$ cat src/rtl/minilogix_loader.sv
// Serial configuration transmitter for the minilogix core: takes bytes over a
// valid/ready stream and shifts them MSB first onto the load_en/load_clk/load_dat wires.
module minilogix_loader #(
    parameter int CLK_DIV = 4,
    parameter int LENW    = 8
) (
    input  logic            clk,
    input  logic            rst,
    input  logic            i_start,
    input  logic [LENW-1:0] i_nbytes,
    input  logic            i_abort,
    input  logic [7:0]      i_data,
    input  logic            i_valid,
    output logic            o_ready,
    output logic            o_busy,
    output logic            o_done,
    output logic            o_stall,
    output logic            o_load_en,
    output logic            o_load_clk,
    output logic            o_load_dat
);
    localparam int CW = (CLK_DIV > 1) ? $clog2(CLK_DIV) : 1;
    localparam logic [CW-1:0] CNT_LAST = CW'(CLK_DIV - 1);

    typedef enum logic [2:0] {IDLE, SETUP, LOW, HIGH, WAIT, TAIL} state_t;

    state_t          state, state_nxt;
    logic [CW-1:0]   cnt, cnt_nxt;
    logic [2:0]      bitn, bitn_nxt;
    logic [LENW-1:0] nbytes, nbytes_nxt;
    logic [LENW-1:0] accepted, accepted_nxt;
    logic [LENW-1:0] loaded, loaded_nxt;
    logic            buf_full, buf_full_nxt;
    logic [7:0]      buf_data, buf_data_nxt;
    logic [7:0]      shift, shift_nxt;
    logic            ready_nxt, busy_nxt, done_nxt, stall_nxt;
    logic            en_nxt, lclk_nxt, dat_nxt;
    logic            phase_end, hs, load;

    assign phase_end = (cnt == CNT_LAST);
    assign hs        = i_valid && o_ready;

    always_comb begin
        state_nxt    = state;
        cnt_nxt      = cnt;
        bitn_nxt     = bitn;
        nbytes_nxt   = nbytes;
        accepted_nxt = accepted;
        loaded_nxt   = loaded;
        buf_full_nxt = buf_full;
        buf_data_nxt = buf_data;
        shift_nxt    = shift;
        done_nxt     = 1'b0;
        load         = 1'b0;

        case (state)
            IDLE: begin
                if (i_start) begin
                    if (i_nbytes != '0) begin
                        state_nxt    = SETUP;
                        nbytes_nxt   = i_nbytes;
                        accepted_nxt = '0;
                        loaded_nxt   = '0;
                        cnt_nxt      = '0;
                    end else begin
                        done_nxt = 1'b1;
                    end
                end
            end
            SETUP: begin
                if (phase_end) begin
                    cnt_nxt = '0;
                    if (buf_full) begin
                        state_nxt = LOW;
                        load      = 1'b1;
                    end else begin
                        state_nxt = WAIT;
                    end
                end else begin
                    cnt_nxt = cnt + CW'(1);
                end
            end
            LOW: begin
                if (phase_end) begin
                    cnt_nxt   = '0;
                    state_nxt = HIGH;
                end else begin
                    cnt_nxt = cnt + CW'(1);
                end
            end
            HIGH: begin
                if (phase_end) begin
                    cnt_nxt = '0;
                    if (bitn != 3'd0) begin
                        state_nxt = LOW;
                        bitn_nxt  = bitn - 3'd1;
                        shift_nxt = {shift[6:0], 1'b0};
                    end else if (loaded == nbytes) begin
                        state_nxt = TAIL;
                    end else if (buf_full) begin
                        state_nxt = LOW;
                        load      = 1'b1;
                    end else begin
                        state_nxt = WAIT;
                    end
                end else begin
                    cnt_nxt = cnt + CW'(1);
                end
            end
            WAIT: begin
                if (buf_full) begin
                    state_nxt = LOW;
                    load      = 1'b1;
                end
            end
            TAIL: begin
                if (phase_end) begin
                    cnt_nxt   = '0;
                    state_nxt = IDLE;
                    done_nxt  = 1'b1;
                end else begin
                    cnt_nxt = cnt + CW'(1);
                end
            end
            default: state_nxt = IDLE;
        endcase

        // Buffer hand-off to the shift register starts a fresh byte at bit 7.
        if (load) begin
            shift_nxt    = buf_data;
            bitn_nxt     = 3'd7;
            loaded_nxt   = loaded + LENW'(1);
            buf_full_nxt = 1'b0;
        end
        if (hs) begin
            buf_full_nxt = 1'b1;
            buf_data_nxt = i_data;
            accepted_nxt = accepted + LENW'(1);
        end

        if (i_abort && state != IDLE) begin
            state_nxt    = IDLE;
            cnt_nxt      = '0;
            buf_full_nxt = 1'b0;
            done_nxt     = 1'b0;
        end

        busy_nxt  = (state_nxt != IDLE);
        en_nxt    = busy_nxt;
        lclk_nxt  = (state_nxt == HIGH);
        stall_nxt = (state_nxt == WAIT);
        ready_nxt = busy_nxt && !buf_full_nxt && (accepted_nxt < nbytes_nxt);
        if (state_nxt == LOW || state_nxt == HIGH) begin
            dat_nxt = shift_nxt[7];
        end else if (state_nxt == IDLE || state_nxt == SETUP) begin
            dat_nxt = 1'b0;
        end else begin
            dat_nxt = o_load_dat;
        end
    end

    always_ff @(posedge clk) begin
        if (rst) begin
            state      <= IDLE;
            cnt        <= '0;
            bitn       <= '0;
            nbytes     <= '0;
            accepted   <= '0;
            loaded     <= '0;
            buf_full   <= 1'b0;
            o_ready    <= 1'b0;
            o_busy     <= 1'b0;
            o_done     <= 1'b0;
            o_stall    <= 1'b0;
            o_load_en  <= 1'b0;
            o_load_clk <= 1'b0;
            o_load_dat <= 1'b0;
        end else begin
            state      <= state_nxt;
            cnt        <= cnt_nxt;
            bitn       <= bitn_nxt;
            nbytes     <= nbytes_nxt;
            accepted   <= accepted_nxt;
            loaded     <= loaded_nxt;
            buf_full   <= buf_full_nxt;
            o_ready    <= ready_nxt;
            o_busy     <= busy_nxt;
            o_done     <= done_nxt;
            o_stall    <= stall_nxt;
            o_load_en  <= en_nxt;
            o_load_clk <= lclk_nxt;
            o_load_dat <= dat_nxt;
        end
    end

    // Data-only registers; their contents are qualified by buf_full / state.
    always_ff @(posedge clk) begin
        buf_data <= buf_data_nxt;
        shift    <= shift_nxt;
    end
endmodule

$ cat config.mk
export PLATFORM = sky130hd
export DESIGN_NAME = minilogix_loader
export DESIGN_NICKNAME = d
export VERILOG_FILES = /design/src/rtl/minilogix_loader.sv
export SDC_FILE = /design/constraint.sdc
export NUM_CORES = 1
export LEC_CHECK = 0
export CORE_MARGIN = 2
export CORE_UTILIZATION = 45
export DETAILED_ROUTE_END_ITERATION = 10
export DONT_BUFFER_PORTS = 1
export REMOVE_ABC_BUFFERS = 1
export SYNTH_ARGS = -nofsm -noshare
export SYNTH_HDL_FRONTEND = slang
export SYNTH_SLANG_ARGS = --single-unit
$ cat constraint.sdc
create_clock -name clk -period 2.82 [get_ports clk]
set_clock_uncertainty 0.2 [all_clocks]
set_input_delay 0.423 -clock clk [delete_from_list [all_inputs] [get_ports clk]]
set_output_delay 0.423 -clock clk [all_outputs]
set_load 0.01 [all_outputs]
==> results of run 1 <==
-- layout by cell type, fill, tap and decap left out, types with 3 or more instances in the layout --
cell type and instances:
o22a_1 3, buf_4 28, a31oi_1 10, nor2_1 35, a21oi_1 14, edfxtp_1 15, ha_1 12, nor3_1 5
a22o_1 6, xnor2_1 9, nand4_1 5, nor3b_1 5, inv_1 10, nand3b_1 12, nand2_1 18, nand3_1 9
a22oi_2 6, and3_1 3, mux2_2 3, dlygate4sd3_1 9, dfxtp_1 40, clkbuf_8 5, or2_2 3, o21ai_0 8
nor2b_1 10, mux2i_1 4
-- cell type report --
type | instances | area (µm²) | area share
flip-flops and latches | 55 | 1250 | 0.383
well taps | 75 | 93.8 | 0.0287
multi-input cells | 216 | 1490 | 0.455
repair buffers | 38 | 312 | 0.0954
clock buffers | 6 | 72.6 | 0.0222
inverters | 10 | 37.5 | 0.0115
clock inverters | 2 | 12.5 | 0.00383
-- worst register-to-register path: stages, from the launching register on --
cell and delay (ns):
dfxtp_1 0.34, nor4b_2 0.27, buf_4 0.16, a21bo_2 0.27, buf_4 0.20, a22oi_2 0.18, ha_1 0.28, a21oi_1 0.14
nor2_1 0.09, a2111oi_4 0.26, o211ai_1 0.13, nor3_1 0.13
-- layer usage --
metal  wire [µm]  track usage  up-vias
met2        2980        0.299       33
met1        3200        0.258     1065
met5           0            0        -
met4         102       0.0626        0
met3         169       0.0308        9
li1            -            -     1141
-- through the flow --
step                 util  area, µm²  setup TNS (ns)  hold slack [ns]  cells
floorplan               -       2710          -0.416            0.249    280
global placement    0.505       3010          -0.146            0.264    382
detailed placement  0.505       3010          -0.265            0.293    382
CTS                 0.540       3220               0           0.0727    399
global route        0.548       3260         -0.0504           0.0824    402
finish              0.548       3260               0           0.0780    402
-- flip-flops by register name (all words and copies together), names as in the netlist --
register,count
accepted,8
bitn,3
buf_data,8
buf_full,1
cnt,2
loaded,8
nbytes,8
o_done,1
o_load_clk,1
o_load_dat,1
o_load_en,1
o_ready,1
o_stall,1
shift,8
state,3
-- cell families after synthesis --
family          Yosys count  share of synthesized area
buf+inv                  26                     0.0477
mux                       7                     0.0263
fa+ha+maj                12                     0.0535
simple gates            118                      0.226
xor+xnor                  9                     0.0281
flops                    55                      0.446
compound gates           69                      0.172
-- path summary, 6_finish.rpt --
kind	from	slack, ns	end	cells past startpoint
max reg2reg	state[2]	0.09	o_ready	11
max	state[2]	0.09	o_ready	11
min	i_nbytes[0]	0.08	nbytes[0]	2
min reg2reg	cnt[1]	0.29	cnt[1]	2
-- power groups by stage --
stage               Combinational [W]  Sequential [W]  Clock (W)
global route                 0.000215        0.000850   0.000477
CTS                          0.000189        0.000847   0.000449
global placement             0.000166        0.000865          0
detailed placement           0.000165        0.000865          0
finish                       0.000196        0.000847   0.000437
floorplan                   0.0000964        0.000865          0
-- repair_timing --
| item | in CTS | in global routing |
|---|---|---|
| endpoints found under the hold margin | 33 | 0 |
| pin swaps | 0 | 3 |
| setup endpoints to repair | 1 | 18 |
| cloned | 0 | 1 |
| buffers inserted | 0 | 2 |
| gates resized for setup | 8 | 2 |
| hold buffers | 9 | 0 |
==> impl_metrics.csv, run 1 <==
group,metric,value,unit
run_status,status,"completed",
cts,root_buffer,"clkbuf_8",
routing,vias,2248,
power_and_ir_drop,p_sw_frac,0.259,
die,die_w,83.0,µm
routing,finalWirelength,6.45,mm
sta,setup_viol,0,
die,pin_count,28,
sta,fin_crit,2.73,ns
place,portBuffers,0,
die,rows,28,
worst_setup_path,cp.arrival,2.76,ns
worst_setup_path,path_common_cell,"buf_4",
yosys,synth.lib_cells_used.distinct,53,
global_route,grt_pass1_vias,2140,
routing,drt-initial-drc-count,87,
power_and_ir_drop,intPower,0.00110,W
global_route,overflow,0,
final_layout,insertedDiodeCount,0,
sta,rsz0062_at_grt,"yes",
global_route,grt_pass1_wl,10.5,mm
die,start_util,0.471,
yosys,yosys_warnings,0,
power_and_ir_drop,finalPower,0.00148,W
worst_setup_path,path_cells,"nor4b_2 -> buf_4 -> a21bo_2 -> buf_4 -> a22oi_2 -> ha_1 -> a21oi_1 -> nor2_1 -> a2111oi_4 -> o211ai_1 -> nor3_1",
sta,worst_pin_slew,0.980,ns
power_and_ir_drop,pwr-share-clk,0.295,
place,dpl_worst_slack,-0.265,ns
yosys,synth_top_area_cell,"dfxtp_1",
worst_setup_path,cp_max_fo,10,
yosys,synth.most_common_cell,"dfxtp_1",
worst_setup_path,path_delay_family,"compound AO/OA/AOI/OAI gates",
cts,clkTransAtPathRegs,0.10,ns
cts,htree_num_levels,2,
cts,cts_buffers,5,
cts,clk_latency,0.31,ns
global_route,antenna_found_initial,0,
job,max_cap_viol_count,0,
final_layout,n_fill_cell,551,
die,core-area,0.00596,mm²
sta,max_slew_margin,0.344,
global_route,grt_max_degree,26,
place,place_congestion,0.881,
worst_setup_path,slowest_stage,"dfxtp_1",
sta,max_freq,0.367,GHz
routing,wl_per_cell,16.0,µm
routing,first_pass_iters,4,
worst_setup_path,start_kind,"flop",
yosys,netlist_instances,296,
worst_setup_path,cpPeakStageDelay,0.34,ns
global_route,track_usage,0.187,
worst_setup_path,cp-end-kind,"flop",
yosys,ys_dominant_reg_cell,"dfxtp_1",
worst_setup_path,cp_data_required_time,2.86,ns
power_and_ir_drop,switchingPower,0.000383,W
sta,drv_slew,0,
routing,ant_nets,0,
yosys,yosysSeqAreaShare,0.446,
final_layout,syn2layout_area_growth,16.4,%
sta,setup_slack,0.0940,ns
worst_setup_path,path_buf_inv,2,
place,dp_hpwl,4.38,mm
cts,cts.path.max_buffers,2,
power_and_ir_drop,ir_drop,243,µV
die,fp.dieH,83.0,µm
min_path,hold_path_class,"input pin to flop",
yosys,synthTopCellsByCount,"dfxtp_1, nor2_1, nand2_1",
cts,cts.sink_count,55,
routing,vias_per_cell,5.59,
final_layout,drive_above_1_share,0.168,
yosys,synth_edf_count,15,
yosys,avgSynthCellArea,9.48,µm²
worst_setup_path,critPathKind,"flop to flop",
power_and_ir_drop,p_leak,1.25,nW
power_and_ir_drop,combPwrFrac,0.133,
final_layout,final_nets,359,
yosys,synthArstFlopShare,0,
yosys,synthTopCellsByArea,"dfxtp_1, edfxtp_1, ha_1, nor2_1, nand3b_1",
routing,drc_errors,0,
yosys,syn_area,0.00281,mm²
yosys,synth_top_area_frac,0.285,
sta,finalCritPeriodShare,0.967,
die,die-area,0.00688,mm²
power_and_ir_drop,seqPwrFrac,0.572,
sta,finalHoldViolations,0,
cts,cts_tree,"yes",
yosys,synth_seq_cells,55,
power_and_ir_drop,power.density,453,mW/mm²
(Power assumes the default switching activity.)
==> inputs of run 2 (changes only) <==
--- a/config.mk
+++ b/config.mk
@@ -5,10 +5,12 @@
 export SDC_FILE = /design/constraint.sdc
 export NUM_CORES = 1
 export LEC_CHECK = 0
+export CAP_MARGIN = 25
 export CORE_MARGIN = 2
 export CORE_UTILIZATION = 45
 export DETAILED_ROUTE_END_ITERATION = 10
 export DONT_BUFFER_PORTS = 1
+export HOLD_SLACK_MARGIN = 0.15
 export REMOVE_ABC_BUFFERS = 1
 export SYNTH_ARGS = -nofsm -noshare
 export SYNTH_HDL_FRONTEND = slang
==> impl_metrics.csv, run 2 (synthesized netlist as in run 1, its figures left out) <==
group,metric,value,unit
run_status,status,"completed",
cts,cts.sink_count,55,
routing,vias,2282,
cts,cts_buffers,5,
sta,max_freq,0.366,GHz
worst_setup_path,rr_worst_depth,11,
cts,root_buffer,"clkbuf_8",
global_route,grt_pass1_wl,10.6,mm
cts,clk_latency,0.31,ns
worst_setup_path,path_common_cell,"buf_4",
final_layout,fin_util,0.559,
final_layout,drive_above_1_share,0.174,
die,fp.dieH,83.0,µm
die,pin_count,28,
global_route,grt_max_degree,30,
power_and_ir_drop,power.density,446,mW/mm²
global_route,overflow,0,
sta,fin_setup_tns,0,ns
place,placed_cells,382,
final_layout,stdcell_count,408,
cts,cts.path.max_buffers,2,
place,dpl_worst_slack,-0.265,ns
final_layout,final_nets,365,
worst_setup_path,cp.arrival,2.77,ns
worst_setup_path,cp_max_fo,10,
die,rows,28,
place,portBuffers,0,
routing,first_pass_iters,4,
sta,setup_slack,0.0909,ns
worst_setup_path,critPathKind,"flop to flop",
sta,holdWs,0.167,ns
sta,drv_slew,0,
sta,finalCritPeriodShare,0.968,
routing,finalWirelength,6.48,mm
min_path,hold_path_class,"input pin to flop",
global_route,antenna_found_initial,0,
die,die-area,0.00688,mm²
cts,cts_tree,"yes",
global_route,use_met3,0.0308,
place,dp_hpwl,4.38,mm
sta,max_slew_margin,0.481,
worst_setup_path,cp_data_required_time,2.86,ns
routing,drt-initial-drc-count,114,
global_route,grt_pass1_vias,2167,
worst_setup_path,cp-end-kind,"flop",
die,start_util,0.471,
final_layout,insertedDiodeCount,0,
job,max_cap_viol_count,0,
final_layout,final_common_cell,"dfxtp_1",
die,die_w,83.0,µm
sta,rsz0062_at_grt,"yes",
global_route,gr-usage-met2,0.305,
sta,finalHoldViolations,0,
worst_setup_path,cpPeakStageDelay,0.34,ns
worst_setup_path,crit_cells,11,
place,place_congestion,0.881,
routing,ant_nets,0,
routing,vias_per_cell,5.59,
routing,drc_errors,0,
min_path,hold_depth,3,
sta,worst_pin_slew,0.774,ns
sta,fin_crit,2.73,ns
worst_setup_path,path_buf_inv,2,
global_route,track_usage,0.187,
worst_setup_path,start_kind,"flop",
global_route,grt_use_met1,0.256,
final_layout,syn2layout_area_growth,18.6,%
worst_setup_path,path_delay_family,"compound AO/OA/AOI/OAI gates",
worst_setup_path,slowest_stage,"dfxtp_1",
cts,htree_num_levels,2,
global_route,grt.busiest_layer,"met2",
die,core-area,0.00596,mm²
final_layout,most-common-layout-cells,"dfxtp_1, nor2_1, buf_4",
worst_setup_path,path_cells,"nor4b_2 -> buf_4 -> a21bo_2 -> buf_4 -> a22oi_2 -> ha_1 -> a21oi_1 -> nor2_1 -> a2111oi_4 -> o211ai_1 -> nor3_1",
power_and_ir_drop,ir_drop,241,µV
power_and_ir_drop,p_leak,1.28,nW
sta,setup_viol,0,
routing,wl_per_cell,15.9,µm
cts,clkTransAtPathRegs,0.10,ns
final_layout,n_fill_cell,546,
-- run 2: per-layer routing --
metal / wire [µm] / vias up
met5: 0 / -
met4: 87 / 0
met3: 171 / 9
met2: 3020 / 37
met1: 3200 / 1082
li1: - / 1154
-- run 2: path summary, 6_finish.rpt --
kind | from | slack (ns) | end
worst min register to register | cnt[1] | 0.29 | cnt[1]
worst min-delay path | rst | 0.17 | loaded[3]
worst max register to register | state[2] | 0.09 | o_ready
worst max-delay path | state[2] | 0.09 | o_ready
-- run 2: worst min-delay path, cell delays in order --
cell	delay, ns
nor3b_1	0.02
o21ai_0	0.12
o21ai_0	0.07
-- run 2: stage by stage --
step | cell area, µm² | total power, W
2_1_floorplan | 2710 | 0.000961
3_3_place_gp | 3010 | 0.00103
3_5_place_dp | 3010 | 0.00103
4_1_cts | 3250 | 0.00149
5_1_grt | 3330 | 0.00155
6_report | 3330 | 0.00149
-- run 2: power by group --
part / switching (W) / internal, W
Combinational: 0.000105 / 0.0000965
Clock: 0.000262 / 0.000175
Sequential: 0.0000173 / 0.000830
Total: 0.000384 / 0.00110
-- run 2: repair_timing --
action,4_1_cts,5_1_grt
resized for setup,8,1
hold buffers,12,0
setup buffers,0,4
endpoints found under the setup margin,1,17
endpoints found under the hold margin,42,0
cloned,0,1
pin swaps,0,3
-- run 2: layout make-up --
class,count,area (µm²),area share
clock buffers,6,72.6,0.0218
clock inverters,2,12.5,0.00376
multi-input cells,216,1480,0.444
well taps,75,93.8,0.0282
repair buffers,44,384,0.115
flip-flops and latches,55,1250,0.376
inverters,10,37.5,0.0113
==> inputs of run 3 (changes only) <==
--- a/config.mk
+++ b/config.mk
@@ -6,12 +6,13 @@
 export NUM_CORES = 1
 export LEC_CHECK = 0
 export CAP_MARGIN = 25
-export CORE_MARGIN = 2
 export CORE_UTILIZATION = 45
+export CTS_BUF_LIST = sky130_fd_sc_hd__clkbuf_8
 export DETAILED_ROUTE_END_ITERATION = 10
 export DONT_BUFFER_PORTS = 1
 export HOLD_SLACK_MARGIN = 0.15
 export REMOVE_ABC_BUFFERS = 1
+export SETUP_SLACK_MARGIN = 0.5
 export SYNTH_ARGS = -nofsm -noshare
 export SYNTH_HDL_FRONTEND = slang
 export SYNTH_SLANG_ARGS = --single-unit
==> impl_metrics.csv, run 3 (synthesized netlist as in run 1, its figures left out) <==
group,metric,value,unit
sta,holdWs,0.175,ns
sta,setup_viol,0,
final_layout,fin_util,0.589,
final_layout,most-common-layout-cells,"dfxtp_1, nor2_1, buf_4",
routing,vias,2301,
worst_setup_path,path_cells,"nor4b_2 -> buf_4 -> a21bo_4 -> buf_6 -> o21ai_2 -> mux2i_1 -> ha_1 -> nand4_1 -> buf_4 -> nor2_1 -> o21ai_1 -> o211ai_1 -> nor3_1",
worst_setup_path,cpPeakStageDelay,0.35,ns
cts,cts_tree,"yes",
routing,drt-initial-drc-count,153,
cts,cts.path.max_buffers,2,
routing,wl_per_cell,15.8,µm
global_route,track_usage,0.213,
die,die_w,81.0,µm
final_layout,drive_above_1_share,0.243,
cts,clkTransAtPathRegs,0.10,ns
routing,first_pass_iters,4,
final_layout,n_fill_cell,537,
die,core-area,0.00596,mm²
worst_setup_path,cp.arrival,2.70,ns
global_route,grt_pass1_wl,10.5,mm
cts,root_buffer,"clkbuf_8",
worst_setup_path,slowest_stage,"ha_1",
routing,vias_per_cell,5.57,
sta,rsz0062_at_grt,"yes",
routing,finalWirelength,6.52,mm
place,dpl_worst_slack,-0.324,ns
worst_setup_path,path_buf_inv,3,
final_layout,insertedDiodeCount,0,
min_path,hold_path_class,"input pin to flop",
sta,max_slew_margin,0.721,
die,start_util,0.471,
worst_setup_path,cp-end-kind,"flop",
cts,htree_num_levels,2,
place,place_congestion,0.816,
job,max_cap_viol_count,0,
final_layout,final_nets,370,
die,die-area,0.00655,mm²
worst_setup_path,path_common_cell,"buf_4",
global_route,antenna_found_initial,0,
power_and_ir_drop,p_leak,1.34,nW
routing,ant_nets,0,
global_route,overflow,0,
cts,cts_buffers,5,
sta,max_freq,0.370,GHz
routing,drc_errors,0,
worst_setup_path,critPathKind,"flop to flop",
worst_setup_path,start_kind,"flop",
cts,clk_latency,0.31,ns
sta,setup_slack,0.118,ns
power_and_ir_drop,ir_drop,365,µV
die,pin_count,28,
place,placed_cells,381,
run_status,status,"completed",
place,dp_hpwl,4.27,mm
global_route,grt_max_degree,30,
worst_setup_path,cp_max_fo,6,
worst_setup_path,cp_data_required_time,2.81,ns
sta,fin_crit,2.70,ns
sta,drv_slew,0,
sta,finalHoldViolations,0,
final_layout,final_common_cell,"dfxtp_1",
global_route,grt_pass1_vias,2126,
cts,cts.sink_count,55,
die,rows,28,
sta,finalCritPeriodShare,0.958,
die,fp.dieH,81.0,µm
power_and_ir_drop,power.density,453,mW/mm²
sta,worst_pin_slew,0.415,ns
worst_setup_path,path_delay_family,"simple AND/OR/NAND/NOR gates",
final_layout,stdcell_count,413,
final_layout,syn2layout_area_growth,25.0,%
place,portBuffers,0,
-- run 3: cell count changes in the layout (fill, tap and decap cells not counted), moves of 3 or more --
cell | before | now
a21oi_1 | 14 | 11
a21oi_2 | 0 | 3
buf_4 | 29 | 32
nor2_1 | 35 | 32
-- run 3: routing by layer --
| metal | vias up | wire (µm) | global-route usage | share of wire |
|---|---|---|---|---|
| met5 | - | 0 | 0 | 0 |
| met4 | 0 | 48 | 0.0518 | 0.0074 |
| met3 | 5 | 220 | 0.0393 | 0.034 |
| met2 | 34 | 3150 | 0.339 | 0.48 |
| met1 | 1104 | 3100 | 0.297 | 0.47 |
| li1 | 1158 | - | - | - |
-- run 3: repair_timing --
item / 4_1_cts / 5_1_grt
pin swaps: 7 / 8
cloned: 1 / 0
buffers inserted: 6 / 5
hold buffers: 11 / 0
endpoints found under the hold margin: 42 / 0
endpoints found under the setup margin: 25 / 31
resized for setup: 17 / 17
-- run 3: final timing paths --
check | start | end | slack [ns] | cells after the start
min reg2reg | cnt[1] | cnt[1] | 0.29 | 2
min | rst | loaded[3] | 0.18 | 3
max | state[2] | o_ready | 0.12 | 13
max reg2reg | state[2] | o_ready | 0.12 | 13
-- run 3: per-stage QoR --
step | TNS (ns) | area [µm²] | power [W]
finish | 0 | 3510 | 0.00159
global route | -0.0406 | 3510 | 0.00165
CTS | 0 | 3350 | 0.00158
detailed placement | -0.324 | 3000 | 0.00103
global placement | -0.159 | 3000 | 0.00103
floorplan | -0.416 | 2710 | 0.000961
-- run 3: layout make-up --
| class | count | area [µm²] | share of cell area |
|---|---|---|---|
| clock buffers | 5 | 68.8 | 0.0196 |
| clock inverters | 3 | 43.8 | 0.0125 |
| inverters | 10 | 37.5 | 0.0107 |
| multi-input cells | 216 | 1560 | 0.445 |
| flip-flops and latches | 55 | 1250 | 0.358 |
| well taps | 75 | 93.8 | 0.0268 |
| repair buffers | 49 | 447 | 0.127 |
-- run 3: tightest hold or removal path, cell delays in order --
cell	delay (ns)
nor3b_1	0.02
o21ai_0	0.12
o21ai_0	0.07
-- run 3: report_power, final --
| part | internal [W] | switching, W |
|---|---|---|
| sequential | 0.000830 | 0.0000171 |
| clock | 0.000265 | 0.000257 |
| combinational | 0.000104 | 0.000114 |
